==> src/rtl/bus_cycle_controller_pkg.sv <==
// ----------------------------------------------------------------------------
// bus_cycle_controller_pkg
// Shared types and constants for the 68000 bus cycle controller:
//   - FSM state encoding
//   - region codes produced by the address/function-code decoder
//   - memory map constants (A[23:20]) and the interrupt-acknowledge FC
//   - the registered output bundle and its idle value
// ----------------------------------------------------------------------------
package bus_cycle_controller_pkg;

  typedef enum logic [2:0] {
    ST_IDLE   = 3'd0,
    ST_DECODE = 3'd1,
    ST_WAIT   = 3'd2,
    ST_ACK    = 3'd3,
    ST_FAULT  = 3'd4
  } state_e;

  typedef enum logic [1:0] {
    REG_PROM     = 2'd0,
    REG_SRAM     = 2'd1,
    REG_UNMAPPED = 2'd2,
    REG_IACK     = 2'd3
  } region_e;

  localparam logic [3:0] PROM_BASE = 4'h0;
  localparam logic [3:0] SRAM_BASE = 4'h1;
  localparam logic [2:0] IACK_FC   = 3'b111;

  // All controller outputs travel together through one register stage.
  typedef struct packed {
    logic dtack_n;
    logic berr_n;
    logic avec_n;
    logic sramcs0_n;
    logic sramcs1_n;
    logic promcs0_n;
    logic promcs1_n;
    logic oe_n;
    logic busy;
  } bus_out_t;

  localparam bus_out_t OUT_IDLE = '{
    dtack_n:   1'b1,
    berr_n:    1'b1,
    avec_n:    1'b1,
    sramcs0_n: 1'b1,
    sramcs1_n: 1'b1,
    promcs0_n: 1'b1,
    promcs1_n: 1'b1,
    oe_n:      1'b1,
    busy:      1'b0
  };

  // Interrupt acknowledge wins over the address map.
  function automatic region_e decode_region(input logic [2:0] fc,
                                            input logic [3:0] a);
    region_e r;
    if (fc == IACK_FC)        r = REG_IACK;
    else if (a == PROM_BASE)  r = REG_PROM;
    else if (a == SRAM_BASE)  r = REG_SRAM;
    else                      r = REG_UNMAPPED;
    return r;
  endfunction

endpackage

==> src/rtl/bus_cycle_controller_sync.sv <==
// ----------------------------------------------------------------------------
// strobe_sync
// Parameterized-width two-flop synchronizer for the asynchronous CPU bus
// inputs.
//   clk  : destination clock
//   rst  : asynchronous, active-high reset
//   d    : raw asynchronous inputs
//   q    : synchronized outputs (two clock edges of latency)
// RESET_VAL sets the level both stages take in reset, so active-low strobes
// can come out of reset as "inactive" rather than "asserted".
// ----------------------------------------------------------------------------
module strobe_sync #(
  parameter int unsigned         WIDTH     = 1,
  parameter logic [WIDTH-1:0]    RESET_VAL = '0
) (
  input  logic             clk,
  input  logic             rst,
  input  logic [WIDTH-1:0] d,
  output logic [WIDTH-1:0] q
);

  logic [WIDTH-1:0] meta;

  always_ff @(posedge clk or posedge rst) begin
    if (rst) begin
      // NOTE: reset to the inactive bus level, not zero; a zero here would
      // look like an asserted active-low strobe the moment reset releases.
      meta <= RESET_VAL;
      q    <= RESET_VAL;
    end else begin
      // NOTE: non-blocking so q takes the previous meta, giving two stages.
      meta <= d;
      q    <= meta;
    end
  end

endmodule

==> src/rtl/bus_cycle_controller.sv <==
// ----------------------------------------------------------------------------
// bus_cycle_controller
// 68000 bus cycle controller: decodes each CPU bus cycle into PROM, SRAM,
// unmapped or interrupt-acknowledge, inserts the region's wait states, and
// terminates the cycle with DTACK, AVEC or BERR. A watchdog turns any cycle
// that runs too long into a bus error.
// Ports:
//   CPUCLK_IN            : single clock (the 68000 clock)
//   RESET                : asynchronous, active-high reset
//   AS_n, UDS_n, LDS_n   : CPU address / data strobes (active low, async)
//   RW                   : 1 = read, 0 = write
//   FC[2:0]              : CPU function code
//   A[3:0]               : CPU address bits 23..20
//   DTACK_n, BERR_n, AVEC_n : cycle termination (active low)
//   SRAMCS0_n/1_n        : SRAM upper/lower byte selects
//   PROMCS0_n/1_n        : PROM upper/lower byte selects
//   OE_n                 : memory output enable
//   BUSY                 : a cycle is in progress
// All outputs are registered.
// ----------------------------------------------------------------------------
module bus_cycle_controller
  import bus_cycle_controller_pkg::*;
#(
  parameter int unsigned PROM_WAIT    = 2,
  parameter int unsigned SRAM_WAIT    = 0,
  parameter int unsigned BERR_TIMEOUT = 64
) (
  input  logic       CPUCLK_IN,
  input  logic       RESET,
  input  logic       AS_n,
  input  logic       UDS_n,
  input  logic       LDS_n,
  input  logic       RW,
  input  logic [2:0] FC,
  input  logic [3:0] A,
  output logic       DTACK_n,
  output logic       BERR_n,
  output logic       AVEC_n,
  output logic       SRAMCS0_n,
  output logic       SRAMCS1_n,
  output logic       PROMCS0_n,
  output logic       PROMCS1_n,
  output logic       OE_n,
  output logic       BUSY
);

  localparam int unsigned SYNC_W      = 11;
  // Strobes and RW idle high; FC and A idle at zero.
  localparam logic [SYNC_W-1:0] SYNC_RST = 11'b1111_000_0000;
  localparam logic [7:0]  TIMEOUT_CNT = 8'(BERR_TIMEOUT);

  // --------------------------------------------------------------------------
  // Input synchronization
  // --------------------------------------------------------------------------
  logic [SYNC_W-1:0] sync_q;
  logic              as_n_s, uds_n_s, lds_n_s, rw_s;
  logic [2:0]        fc_s;
  logic [3:0]        a_s;

  strobe_sync #(
    .WIDTH    (SYNC_W),
    .RESET_VAL(SYNC_RST)
  ) u_sync (
    .clk(CPUCLK_IN),
    .rst(RESET),
    .d  ({AS_n, UDS_n, LDS_n, RW, FC, A}),
    .q  (sync_q)
  );

  assign {as_n_s, uds_n_s, lds_n_s, rw_s, fc_s, a_s} = sync_q;

  logic    as_act, uds_act, lds_act;
  region_e live_region;

  assign as_act      = ~as_n_s;
  assign uds_act     = ~uds_n_s;
  assign lds_act     = ~lds_n_s;
  assign live_region = decode_region(fc_s, a_s);

  function automatic logic [3:0] wait_load(input region_e r);
    logic [3:0] w;
    case (r)
      REG_PROM: w = 4'(PROM_WAIT);
      REG_SRAM: w = 4'(SRAM_WAIT);
      default:  w = 4'd0;
    endcase
    return w;
  endfunction

  // --------------------------------------------------------------------------
  // State
  // --------------------------------------------------------------------------
  state_e     state_q, state_d;
  region_e    region_q, region_d;
  logic       rw_q, rw_d;
  logic       uds_q, uds_d;
  logic       lds_q, lds_d;
  logic [3:0] wait_q, wait_d;
  logic [7:0] wd_q, wd_d;
  bus_out_t   out_q, out_d;

  always_ff @(posedge CPUCLK_IN or posedge RESET) begin
    if (RESET) begin
      state_q  <= ST_IDLE;
      region_q <= REG_UNMAPPED;
      rw_q     <= 1'b1;
      uds_q    <= 1'b0;
      lds_q    <= 1'b0;
      wait_q   <= '0;
      wd_q     <= '0;
      out_q    <= OUT_IDLE;
    end else begin
      state_q  <= state_d;
      region_q <= region_d;
      rw_q     <= rw_d;
      uds_q    <= uds_d;
      lds_q    <= lds_d;
      wait_q   <= wait_d;
      wd_q     <= wd_d;
      out_q    <= out_d;
    end
  end

  // --------------------------------------------------------------------------
  // Next-state logic
  // --------------------------------------------------------------------------
  always_comb begin
    // NOTE: every target gets a default first so no path leaves a latch.
    state_d  = state_q;
    region_d = region_q;
    rw_d     = rw_q;
    uds_d    = uds_q;
    lds_d    = lds_q;
    wait_d   = wait_q;
    wd_d     = wd_q;

    case (state_q)
      ST_IDLE: begin
        wait_d = '0;
        wd_d   = '0;
        if (as_act && (uds_act || lds_act || live_region == REG_IACK))
          state_d = ST_DECODE;
      end

      ST_DECODE: begin
        region_d = live_region;
        rw_d     = rw_s;
        uds_d    = uds_act;
        lds_d    = lds_act;
        wait_d   = wait_load(live_region);
        wd_d     = wd_q + 8'd1;
        if (!as_act)                                state_d = ST_IDLE;
        else if (wd_d == TIMEOUT_CNT)               state_d = ST_FAULT;
        else if (live_region == REG_PROM && !rw_s)  state_d = ST_FAULT;
        else if (live_region == REG_IACK)           state_d = ST_ACK;
        else if (live_region == REG_UNMAPPED)       state_d = ST_WAIT;
        else if (wait_d == 4'd0)                    state_d = ST_ACK;
        else                                        state_d = ST_WAIT;
      end

      ST_WAIT: begin
        wd_d = wd_q + 8'd1;
        // Unmapped cycles have no terminal count; only the watchdog ends them.
        if (region_q != REG_UNMAPPED)
          wait_d = wait_q - 4'd1;
        if (!as_act)                      state_d = ST_IDLE;
        else if (wd_d == TIMEOUT_CNT)     state_d = ST_FAULT;
        else if (region_q != REG_UNMAPPED && wait_d == 4'd0)
                                          state_d = ST_ACK;
      end

      ST_ACK, ST_FAULT: begin
        if (!as_act) state_d = ST_IDLE;
      end

      default: state_d = ST_IDLE;
    endcase
  end

  // --------------------------------------------------------------------------
  // Output logic, computed from the next state so the registered outputs
  // change on the same edge as the state. region_d/rw_d/lanes equal the
  // latched values except in DECODE, where they carry the live decode.
  // --------------------------------------------------------------------------
  always_comb begin
    logic cs_on;
    logic any_cs;

    out_d      = OUT_IDLE;
    out_d.busy = (state_d != ST_IDLE);
    cs_on      = (state_d == ST_WAIT) || (state_d == ST_ACK);

    if (cs_on && region_d == REG_PROM) begin
      out_d.promcs0_n = ~uds_d;
      out_d.promcs1_n = ~lds_d;
    end
    if (cs_on && region_d == REG_SRAM) begin
      out_d.sramcs0_n = ~uds_d;
      out_d.sramcs1_n = ~lds_d;
    end

    any_cs     = ~(out_d.promcs0_n & out_d.promcs1_n &
                   out_d.sramcs0_n & out_d.sramcs1_n);
    out_d.oe_n = ~(any_cs & rw_d);

    out_d.dtack_n = ~((state_d == ST_ACK) &&
                      (region_d == REG_PROM || region_d == REG_SRAM));
    out_d.avec_n  = ~((state_d == ST_ACK) && (region_d == REG_IACK));
    out_d.berr_n  = ~(state_d == ST_FAULT);
  end

  assign DTACK_n   = out_q.dtack_n;
  assign BERR_n    = out_q.berr_n;
  assign AVEC_n    = out_q.avec_n;
  assign SRAMCS0_n = out_q.sramcs0_n;
  assign SRAMCS1_n = out_q.sramcs1_n;
  assign PROMCS0_n = out_q.promcs0_n;
  assign PROMCS1_n = out_q.promcs1_n;
  assign OE_n      = out_q.oe_n;
  assign BUSY      = out_q.busy;

endmodule

==> config.mk <==
export PLATFORM = sky130hd
export DESIGN_NAME = bus_cycle_controller
export DESIGN_NICKNAME = d
export VERILOG_FILES = /design/src/rtl/bus_cycle_controller_pkg.sv /design/src/rtl/bus_cycle_controller_sync.sv /design/src/rtl/bus_cycle_controller.sv
export SDC_FILE = /design/constraint.sdc
export NUM_CORES = 1
export LEC_CHECK = 0
export BUFFER_PORTS_ARGS = -buffer_cell sky130_fd_sc_hd__buf_2
export CAP_MARGIN = 40
export CORE_ASPECT_RATIO = 1.75
export CORE_MARGIN = 8
export CORE_UTILIZATION = 57
export DETAILED_ROUTE_END_ITERATION = 7
export GPL_TIMING_DRIVEN = 0
export HOLD_SLACK_MARGIN = 0.02
export PLACE_DENSITY = 0.78
export SYNTH_ARGS = -nofsm -noshare
export SYNTH_HDL_FRONTEND = slang
export SYNTH_SLANG_ARGS = --single-unit
==> constraint.sdc <==
create_clock -name CPUCLK_IN -period 2.5 [get_ports CPUCLK_IN]
set_input_delay 0.375 -clock CPUCLK_IN [delete_from_list [all_inputs] [get_ports CPUCLK_IN]]
set_output_delay 0.375 -clock CPUCLK_IN [all_outputs]
set_load 0.05 [all_outputs]
==> summary.md, run 1 <==
| Metric | Value |
|---|---|
| Wire per inst | between 15 and 20 um |
| Sinks on the clock net | 51 |
| Critical path arrival | approximately 2.3 ns |
| Fraction of final layout cells with drive strength greater than 1 | ~31% |
| Post-synthesis cell type with the largest combined area | sky130_fd_sc_hd__dfrtp_1 |
| Core footprint | 3592 um2 |
| TritonCTS clock tree | built |
| Number of vias per cell after detailed routing | roughly 5.9 |
| Share of flip-flops with an asynchronous set or reset | 100.0% |
| Overall via count from detail_route | about 1.5k |
| Cell Rows | 29 |
| Setup CP Type | reg2reg |
| Hold Fails Final Rpt | 0 |
| Number of nets in the final layout | 219 |
| Highest clock rate | between 400 and 500 MHz |
| Via count of the first global-routing pass | between 1.5k and 2k |
| Relative max-transition margin | 62.41% |
| Count of pins on the block boundary | 22 |
| Avg Cell Area, Syn | 12.11 um2 |
| Starting density of the core | between 50% and 60% |
| Initial antenna violation count | 0 |
| Largest net degree at the start of global routing | 43 |
| DR pass1 iterations | 4 |
| DRC violation count after routing | 0 |
| Number of flops mapped to enable cells by yosys | 0 |
| Number of resized instances in the post-cts repair step | 0 |
| DIE AREA | 5975 um2 |
| Cell area power density | 734.7 nW/um2 |
| Post-DP HPWL | approximately 3.1 mm |
| Worst Hold Class | in2reg |
| Clock buffers created by TritonCTS | 5 |
| Count of pins over their slew limit | 0 |
| Top_reg_cell synth | sky130_fd_sc_hd__dfrtp_1 |
| Beginning of the critical path | wd_q[3]$_DFFE_PP0P_ |
| Die height | about 96 um |
| Category of the worst setup path launch point | register |
| Fraction of the cycle the final worst path needs | between 80% and 90% |
| Start of the worst register-to-register path | wd_q[3]$_DFFE_PP0P_ |
| Clock latency at the later pin of the worst-skew pair | 0.30 ns |
| Number of setup violations in the final report | 0 |
| Layout Skew | approximately 0.0043 ns |
| Die width | ~62 um |
| Share of the yosys chip area belonging to registers | between 60% and 70% |
| Time the worst path needs with I/O delays and setup | around 2.1 ns |
| Clock root buffer master | sky130_fd_sc_hd__clkbuf_8 |
| Outcome | complete, no violations |
| Share of Yosys cell area claimed by the top area cell type | around two fifths |
| Power share of the sequential group | between 50% and 60% |
| Total leakage power | ~1 nW |
| Total routing usage reported by global routing | between 10% and 20% |
| Post-synthesis register bit count | a little over 50 |
| CP Capture Type | register |
| Fraction of power consumed by the clock network | around a quarter |
| Antenna violation net count after detailed routing | 0 |
| Final TNS setup | 0 ns |
| Signed area change from the synthesized netlist to the final layout | 13.36% |
| Worst-path clk slew | around 0.09 ns |
| Number of warnings reported in the yosys synthesis log | 0 |
| Netlist cell types | 50 |
| Worst min-delay path startpoint | UDS_n |
| Logic pwr share | 18.8% |
| Fraction of power spent switching nets | 29.53% |
| Worst path required time | 2.67 ns |
| Overflow left after global routing | 0 |
| Number of nets in the synthesized netlist | ~190 |
| First-pass GRT wire length | 7.279 mm |
| Highest fanout seen on the critical path | 8 |
| Max-cap violations | 0 |
| Deepest clock path buffer count | 2 |
| Cells after Synth | about 170 |
| Top post-synthesis cells by area | sky130_fd_sc_hd__dfrtp_1 39%, sky130_fd_sc_hd__dfstp_2 22%, sky130_fd_sc_hd__o21ai_0 3.6%, sky130_fd_sc_hd__nand2_1 2.1%, sky130_fd_sc_hd__a21oi_1 1.9% |
| Switching power | around 520 uW |
| Max rail drop VDD | 0.5360 mV |
| WL final | 4.228 mm |
| Transition time at the pin with the least slew margin | between 0.5 and 0.6 ns |
| Number of diodes | 0 |
| Routability congestion estimate from global placement | just over 0.8 |
| First DRT Iteration DRCs | around 100 |
| Library cell with the highest instance count after synthesis | sky130_fd_sc_hd__dfrtp_1 |
| H-tree level count | 2 |
| Overall power | about 1.8 mW |
| Setup repair after global routing missed its margin | no |
| Count of input and output buffers | 21 |
| Cell internal power dissipation | ~1.2 mW |
| Most common library cells after synthesis | 33 x sky130_fd_sc_hd__dfrtp_1, 18 x sky130_fd_sc_hd__dfstp_2, 15 x sky130_fd_sc_hd__o21ai_0, 12 x sky130_fd_sc_hd__nand2_1, 8 x sky130_fd_sc_hd__a21oi_1 |
| Post-synthesis instance area | 2107 um2 |
## flip-flops by register name (all words and copies together), names as in the netlist
| signal | count |
|---|---|
| lds_q | 1 |
| SRAMCS1_n | 1 |
| wd_q | 8 |
| wait_q | 4 |
| DTACK_n | 1 |
| uds_q | 1 |
| AVEC_n | 1 |
| PROMCS0_n | 1 |
| BERR_n | 1 |
| PROMCS1_n | 1 |
| BUSY | 1 |
| rw_q | 1 |
| u_sync.q | 11 |
| state_q | 3 |
| OE_n | 1 |
| u_sync.meta | 11 |
| SRAMCS0_n | 1 |
| region_q | 2 |
## power by group through the flow
stage	sequential, mW	clock, mW	combinational, mW
5_1_grt	0.968	0.512	0.365
6_report	0.958	0.467	0.330
4_1_cts	0.956	0.485	0.330
2_1_floorplan	0.973	0	0.231
3_5_place_dp	0.971	0	0.326
3_3_place_gp	0.965	0	0.301
## path summary, 6_finish.rpt
path	end	slack [ns]	cells after the start
worst max-delay path	state_q[1]$_DFF_PP0_	0.36	6
worst max register to register	state_q[1]$_DFF_PP0_	0.36	6
worst min register to register	u_sync.q[6]$_DFF_PP0_	0.35	0
max in group asynchronous	SRAMCS1_n$_DFF_PP1_	1.44	4
worst min-delay path	u_sync.meta[9]$_DFF_PP1_	0.16	1
min in group asynchronous	wait_q[0]$_DFFE_PP0P_	0.53	3
## critical path, cell delays in order, from the launching register on
cell and delay, ns:
sky130_fd_sc_hd__dfrtp_1 0.38, sky130_fd_sc_hd__buf_6 0.13, sky130_fd_sc_hd__nor4b_2 0.29, sky130_fd_sc_hd__a2bb2oi_1 0.15, sky130_fd_sc_hd__nor4_1 0.53, sky130_fd_sc_hd__o211ai_2 0.29
sky130_fd_sc_hd__nor3b_1 0.22
## cell families after synthesis
group | count (synthesis) | share of synthesized area (%)
buffers and inverters | 10 | 2.850
AO/OA/AOI/OAI | 48 | 15.26
XOR/XNOR | 1 | 0.4158
adder cells (fa/ha/maj) | 2 | 1.187
AND/OR/NAND/NOR | 60 | 17.40
multiplexers | 2 | 1.247
flip-flops | 51 | 61.64
## final cells by class
type	instances	area (um2)
inverter	4	15.01
fill	271	1204
sequential	51	1299
clock inverter	2	16.27
tap	46	57.56
multi-input combinational	113	748.2
buffer	6	45.04
timing repair buffer	23	135.1
clock buffer	6	72.57
## routing by layer
metal,part of all wire (%),GRT usage (%),routed length (um)
met5,0,0,0
met4,3.6,10.52,153
met3,3.2,3.979,136
met2,57,29.92,2431
met1,36,16.24,1506
## metrics by stage
stage / instance area (um2) / hold WS (ns) / worst slack, ns / std cells / utilization (%)
2_1_floorplan: 2107 / 0.3312 / 0.7483 / 174 / -
3_3_place_gp: 2270 / 0.3316 / 0.4665 / 241 / 63.18
3_5_place_dp: 2290 / 0.3071 / 0.4428 / 242 / 63.74
4_1_cts: 2389 / 0.1496 / 0.3940 / 251 / 66.49
5_1_grt: 2389 / 0.1384 / 0.2338 / 251 / 66.49
6_report: 2389 / 0.1614 / 0.3584 / 251 / 66.49
## cells in the final DEF (no fill, tap or decap), types with 3 or more instances in the layout
| master | netlist | final |
|---|---|---|
| sky130_fd_sc_hd__dfrtp_1 | 33 | 33 |
| sky130_fd_sc_hd__buf_2 | 0 | 21 |
| sky130_fd_sc_hd__dfstp_2 | 18 | 18 |
| sky130_fd_sc_hd__o21ai_0 | 15 | 15 |
| sky130_fd_sc_hd__nand2_1 | 12 | 12 |
| sky130_fd_sc_hd__a21oi_1 | 8 | 8 |
| sky130_fd_sc_hd__nand3_1 | 6 | 6 |
| sky130_fd_sc_hd__nor2_1 | 6 | 6 |
| sky130_fd_sc_hd__nand4_1 | 5 | 5 |
| sky130_fd_sc_hd__nand2b_1 | 5 | 5 |
| sky130_fd_sc_hd__clkbuf_8 | 0 | 5 |
| sky130_fd_sc_hd__or3_1 | 4 | 4 |
| sky130_fd_sc_hd__clkbuf_1 | 3 | 4 |
| sky130_fd_sc_hd__inv_1 | 4 | 3 |
| sky130_fd_sc_hd__buf_6 | 3 | 3 |
| sky130_fd_sc_hd__nor3_1 | 3 | 3 |
| sky130_fd_sc_hd__a21o_1 | 3 | 3 |
| sky130_fd_sc_hd__o31ai_1 | 3 | 3 |
## what timing repair did
action | CTS | global route
endpoints found under the hold margin | 9 | 0
hold buffers | 1 | 0
setup buffers | 0 | 0
setup endpoints to repair | 0 | 0
No activity file was read; power rests on OpenSTA's default activity.
==> run 2: changes to the inputs <==
CORE_UTILIZATION = 60   (was 57)
CTS_BUF_LIST = sky130_fd_sc_hd__clkbuf_8   (was not set)
PLACE_DENSITY = 0.81   (was 0.78)
==> summary.md, run 2 (same netlist as run 1, synthesis figures left out) <==
| Metric | Value |
|---|---|
| Number of diodes | 0 (unchanged) |
| Sinks on the clock net | 51 (unchanged) |
| Post-CTS setup-driven buffer insertion count | 0 (unchanged) |
| Die width | 60.80 um (-1.9%) |
| Fraction of final layout cells with drive strength greater than 1 | 31.86% (+0.64 points) |
| Number of resized instances in the post-cts repair step | 0 (unchanged) |
| Overflow left after global routing | 0 (unchanged) |
| Setup slack after layout | 0.3607 ns (+0.002381 ns) |
| Start of the worst register-to-register path | wd_q[3]$_DFFE_PP0P_ |
| Routability congestion estimate from global placement | 0.8635 (+6.4%) |
| Number of vias per cell after detailed routing | 6.044 (+1.7%) |
| Total leakage power | 1.003 nW (+1.3%) |
| First-pass GRT wire length | 7.327 mm (+0.66%) |
| DR pass1 iterations | 4 (unchanged) |
| Die height | 94.40 um (-2.1%) |
| Core footprint | 3363 um2 (-6.4%) |
| Hold bufs inserted after CTS | 0 (-1) |
| Pre-CTS setup slack | 0.4351 ns (-0.007750 ns) |
| Time the worst path needs with I/O delays and setup | 2.139 ns (-0.002381 ns) |
| Reg2reg path depth | 6 (unchanged) |
| Clock root buffer master | sky130_fd_sc_hd__clkbuf_8 |
| Clock buffers created by TritonCTS | 5 (unchanged) |
| Count of input and output buffers | 21 (unchanged) |
| DRC violation count after routing | 0 (unchanged) |
| Worst Hold Class | in2async |
| Largest net degree at the start of global routing | 38 (-12%) |
| Antenna violation net count after detailed routing | 0 (unchanged) |
| Count of pins on the block boundary | 22 (unchanged) |
| Relative max-transition margin | 66.33% (+3.9 points) |
| WL final | 4.312 mm (+2.0%) |
| Initial antenna violation count | 0 (unchanged) |
| Met3 wire len | 143 um (+5.1%) |
| Max-cap violations | 0 (unchanged) |
| Setup CP Type | reg2reg |
| Most common library cell in the layout ignoring fill and taps | sky130_fd_sc_hd__dfrtp_1 |
| Fraction of the cycle the final worst path needs | 85.57% (-0.095 points) |
| Count of pins over their slew limit | 0 (unchanged) |
| Commonest non-fill, non-tap cells in the layout | 33 x sky130_fd_sc_hd__dfrtp_1, 21 x sky130_fd_sc_hd__buf_2, 18 x sky130_fd_sc_hd__dfstp_2 |
| Top Layer Used | met4 |
| Deepest clock path buffer count | 2 (unchanged) |
| Number of setup violations in the final report | 0 (unchanged) |
| Category of the worst setup path launch point | register |
| Signed area change from the synthesized netlist to the final layout | 14.13% |
| Outcome | complete, no violations |
| Cell Rows | 28 (-3.4%) |
| CP Capture Type | register |
| Final TNS setup | 0 ns (unchanged) |
| Capture point of the worst reg-to-reg path | state_q[1]$_DFF_PP0_ |
| Overall via count from detail_route | 1505 (+0.87%) |
| Post-Route M1 WL | 1.491 mm (-1.0%) |
| Critical path arrival | 2.30 ns (about the same) |
| Layout Skew | 0.009361 ns (+0.005054 ns) |
| Worst path required time | 2.66 ns (about the same) |
| Highest clock rate | 467.5 MHz (+0.11%) |
| R2R setup slack | 0.36 ns (about the same) |
| Post-DP HPWL | 3.089 mm (-1.7%) |
| Beginning of the critical path | wd_q[3]$_DFFE_PP0P_ |
| Wire per inst | 17.32 um (+2.8%) |
| Clock latency at the later pin of the worst-skew pair | 0.30 ns (about the same) |
| Worst-path clk slew | 0.09 ns (about the same) |
| Setup repair after global routing missed its margin | no |
| TritonCTS clock tree | built |
| Transition time at the pin with the least slew margin | 0.4997 ns (-0.05894 ns) |
| Via count of the first global-routing pass | 1640 (+2.8%) |
| Highest fanout seen on the critical path | 8 (unchanged) |
| Starting density of the core | 62.65% (+4.0 points) |
| Total routing usage reported by global routing | 16.95% (+0.22 points) |
| Cell area power density | 775.0 nW/um2 (+5.5%) |
| Hold Fails Final Rpt | 0 (unchanged) |
| First DRT Iteration DRCs | 61 (-40%) |
| Registers with the most flip-flops | u_sync.meta: 11 flops, u_sync.q: 11 flops, wd_q: 8 flops |
| Max rail drop VDD | 0.6910 mV (+29%) |
| Number of nets in the final layout | 218 (-0.46%) |
| DIE AREA | 5739 um2 (-4.0%) |
| Met2 wire len | 2.568 mm (+5.6%) |
| H-tree level count | 2 (unchanged) |
==> run 2: changes by cell type in the layout (fill, tap and decap cells not counted) <==
cell                            previous run  this run
sky130_fd_sc_hd__bufinv_16                 0         1
sky130_fd_sc_hd__clkbuf_1                  4         3
sky130_fd_sc_hd__clkinv_4                  0         1
sky130_fd_sc_hd__clkinvlp_4                1         0
sky130_fd_sc_hd__dlygate4sd3_1             1         0
==> run 2: how the worst max path moves through the flow <==
stage	to	slack, ns	depth (start not counted)
6_report	state_q[1]$_DFF_PP0_	0.36	6
5_1_grt	state_q[1]$_DFF_PP0_	0.27	5
4_1_cts	state_q[1]$_DFF_PP0_	0.40	6
3_5_place_dp	state_q[1]$_DFF_PP0_	0.44	6
3_3_place_gp	wd_q[0]$_DFFE_PP0P_	0.47	2
2_1_floorplan	state_q[1]$_DFF_PP0_	0.75	6
==> run 2: area by class of cell <==
type / count / area, um2
Buffer: 6 / 45.04
Inverter: 4 / 15.01
Sequential cell: 51 / 1299
Clock buffer: 5 / 68.82
Timing Repair Buffer: 22 / 125.1
Multi-Input combinational cell: 113 / 748.2
Clock inverter: 3 / 47.55
Tap cell: 45 / 56.30
Fill cell: 250 / 958.4
==> run 2: metrics by stage <==
stage	power, mW	instances	hold WS (ns)	area, um2	utilization (%)
6_report	1.864	249	0.01940	2405	71.50
5_1_grt	1.949	249	0.03934	2405	71.50
4_1_cts	1.875	249	0.02112	2405	71.50
3_5_place_dp	1.295	241	0.3358	2288	68.04
3_3_place_gp	1.264	240	0.3318	2268	67.45
2_1_floorplan	1.204	174	0.3312	2107	-
==> run 2: worst max-delay path, cell delays in order (launching register included) <==
cell and delay (ns):
sky130_fd_sc_hd__dfrtp_1 0.38, sky130_fd_sc_hd__buf_6 0.13, sky130_fd_sc_hd__nor4b_2 0.32, sky130_fd_sc_hd__a2bb2oi_1 0.15
sky130_fd_sc_hd__o41ai_1 0.50, sky130_fd_sc_hd__o211ai_2 0.30, sky130_fd_sc_hd__nor3b_1 0.22
==> run 2: routing by layer <==
| layer | up-vias | track usage, % |
|---|---|---|
| met5 | - | 0 |
| met4 | 0 | 8.415 |
| met3 | 13 | 4.087 |
| met2 | 36 | 32.36 |
| met1 | 764 | 15.42 |
| li1 | 692 | - |
==> run 2: report_power, final <==
| part | switching, mW | total [mW] | internal [mW] |
|---|---|---|---|
| combinational | 0.209 | 0.333 | 0.124 |
| clock | 0.269 | 0.572 | 0.303 |
| sequential | 0.0487 | 0.959 | 0.910 |
==> run 3: changes to the inputs <==
clock period = 2.18 ns   (was 2.5 ns; I/O delays follow)
==> summary.md, run 3 (same netlist as run 1, synthesis figures left out) <==
| Metric | Value |
|---|---|
| Outcome | complete, no violations |
| Via count of the first global-routing pass | 1645 (+0.30%) |
| Overflow left after global routing | 0 (unchanged) |
| Commonest non-fill, non-tap cells in the layout | 33 x sky130_fd_sc_hd__dfrtp_1, 21 x sky130_fd_sc_hd__buf_2, 18 x sky130_fd_sc_hd__dfstp_2 |
| Critical path arrival | 2.23 ns (-0.07 ns) |
| Worst-path clk slew | 0.09 ns (about the same) |
| First DRT Iteration DRCs | 40 (-34%) |
| Cell Rows | 28 (unchanged) |
| Count of buffer and inverter cells on the critical path | 1 (unchanged) |
| Number of nets in the final layout | 219 (+0.46%) |
| Met3 wire len | 140 um (-2.1%) |
| Max-cap violations | 0 (unchanged) |
| Hold Fails Final Rpt | 0 (unchanged) |
| Registers with the most flip-flops | u_sync.meta: 11 flops, u_sync.q: 11 flops, wd_q: 8 flops |
| Cell type group with the largest total delay on the critical path | simple AND/OR/NAND/NOR gates |
| Initial antenna violation count | 0 (unchanged) |
| Clock latency at the later pin of the worst-skew pair | 0.30 ns (about the same) |
| Starting density of the core | 62.65% (unchanged) |
| Die width | 60.80 um (unchanged) |
| Number of diodes | 0 (unchanged) |
| Worst min-delay path startpoint | LDS_n |
| Largest net degree at the start of global routing | 38 (unchanged) |
| Sinks on the clock net | 51 (unchanged) |
| Highest clock rate | 484.4 MHz (+3.6%) |
| CP Capture Type | register |
| H-tree level count | 2 (unchanged) |
| CP cell instances | buf_6 > nor4b_2 > a2bb2oi_1 > nor4_1 > o211ai_2 > nor3b_1 |
| Category of the worst setup path launch point | register |
| Max incr delay on CP | 0.45 ns (-0.05 ns) |
| Routability congestion estimate from global placement | 0.8635 (unchanged) |
| DR pass1 iterations | 4 (unchanged) |
| Count of pins on the block boundary | 22 (unchanged) |
| Worst Hold Class | in2reg |
| Fraction of the cycle the final worst path needs | 94.70% (+9.1 points) |
| Layout Skew | 0.009442 ns (+0.00008082 ns) |
| Met2 wire len | 2.592 mm (+0.93%) |
| DRC violation count after routing | 0 (unchanged) |
| Core footprint | 3363 um2 (unchanged) |
| Slowest cell on the critical path | sky130_fd_sc_hd__nor4_1 |
| Signed area change from the synthesized netlist to the final layout | 14.96% |
| Deepest clock path buffer count | 2 (unchanged) |
| Die height | 94.40 um (unchanged) |
| Top Layer Used | met4 |
| TritonCTS clock tree | built |
| Post-DP HPWL | 3.089 mm (unchanged) |
| Post-CTS setup-driven buffer insertion count | 0 (unchanged) |
| Transition time at the pin with the least slew margin | 0.5108 ns (+0.01105 ns) |
| Pre-CTS setup slack | 0.1151 ns (-0.3200 ns) |
| Clock root buffer master | sky130_fd_sc_hd__clkbuf_8 |
| Total leakage power | 1.009 nW (+0.56%) |
| DIE AREA | 5739 um2 (unchanged) |
| Number of vias per cell after detailed routing | 6.040 (about the same) |
| Max rail drop VDD | 0.7931 mV (+15%) |
| Overall via count from detail_route | 1510 (+0.33%) |
| Antenna violation net count after detailed routing | 0 (unchanged) |
| Beginning of the critical path | wd_q[3]$_DFFE_PP0P_ |
| Setup slack after layout | 0.1156 ns (-0.2451 ns) |
| Fillers | 247 (-1.2%) |
| Count of input and output buffers | 21 (unchanged) |
| Most common library cell in the layout ignoring fill and taps | sky130_fd_sc_hd__dfrtp_1 |
| Post-Route M1 WL | 1.485 mm (-0.40%) |
| First-pass GRT wire length | 7.355 mm (+0.38%) |
| Wire per inst | 17.36 um (+0.25%) |
| Relative max-transition margin | 65.95% (-0.38 points) |
| WL final | 4.340 mm (+0.65%) |
| Time the worst path needs with I/O delays and setup | 2.064 ns (-0.07489 ns) |
| Count of pins over their slew limit | 0 (unchanged) |
| Fraction of final layout cells with drive strength greater than 1 | 32.20% (+0.33 points) |
| Start of the worst register-to-register path | wd_q[3]$_DFFE_PP0P_ |
| Number of setup violations in the final report | 0 (unchanged) |
| Final TNS setup | 0 ns (unchanged) |
| Cell area power density | 882.8 nW/um2 (+14%) |
| Highest fanout seen on the critical path | 8 (unchanged) |
| Worst path required time | 2.34 ns (-0.32 ns) |
| Clock buffers created by TritonCTS | 5 (unchanged) |
| Setup CP Type | reg2reg |
| Total routing usage reported by global routing | 17.00% (+0.055 points) |
[run 3: worst reg2reg max path, cell delays in order (launching register included)]
cell and delay [ns]:
sky130_fd_sc_hd__dfrtp_1 0.38, sky130_fd_sc_hd__buf_6 0.13, sky130_fd_sc_hd__nor4b_2 0.32, sky130_fd_sc_hd__a2bb2oi_1 0.16
sky130_fd_sc_hd__nor4_1 0.45, sky130_fd_sc_hd__o211ai_2 0.27, sky130_fd_sc_hd__nor3b_1 0.21
[run 3: per-stage QoR]
stage | utilization [%] | hold WS [ns] | total power, mW | instance area (um2) | cells
2_1_floorplan | - | 0.3312 | 1.381 | 2107 | 174
3_3_place_gp | 67.45 | 0.3318 | 1.449 | 2268 | 240
3_5_place_dp | 68.04 | 0.3042 | 1.485 | 2288 | 241
4_1_cts | 71.80 | 0.1049 | 2.151 | 2415 | 250
5_1_grt | 72.02 | 0.1008 | 2.239 | 2422 | 250
6_report | 72.02 | 0.1141 | 2.139 | 2422 | 250
[run 3: final cells by class]
class	count	area (um2)	share of cell area (%)
Multi-Input combinational cell	113	755.7	31.20
Sequential cell	51	1299	53.62
Timing Repair Buffer	23	135.1	5.579
Clock buffer	5	68.82	2.841
Inverter	4	15.01	0.6198
Tap cell	45	56.30	2.324
Buffer	6	45.04	1.860
Clock inverter	3	47.55	1.963
[run 3: final timing paths]
| check | cells after the start | to | slack, ns |
|---|---|---|---|
| worst min register to register | 0 | u_sync.q[5]$_DFF_PP0_ | 0.35 |
| worst max register to register | 6 | state_q[1]$_DFF_PP0_ | 0.12 |
| worst max-delay path | 6 | state_q[1]$_DFF_PP0_ | 0.12 |
| max in group asynchronous | 4 | u_sync.q[7]$_DFF_PP1_ | 1.09 |
| min in group asynchronous | 3 | BUSY$_DFF_PP0_ | 0.53 |
| worst min-delay path | 1 | u_sync.meta[8]$_DFF_PP1_ | 0.11 |
[run 3: timing repair]
item,in CTS,in global routing
resized for setup,0,1
hold endpoints to repair,6,0
hold buffers,1,0
setup endpoints to repair,0,1
[run 3: layer usage]
metal,GRT usage (%),vias to the layer above
li1,-,695
met1,15.33,763
met2,32.54,36
met4,8.415,0
met5,0,-
met3,4.223,16
[run 3: power by group]
part | internal, mW | switching, mW
clock | 0.348 | 0.308
sequential | 1.04 | 0.0556
combinational | 0.145 | 0.239
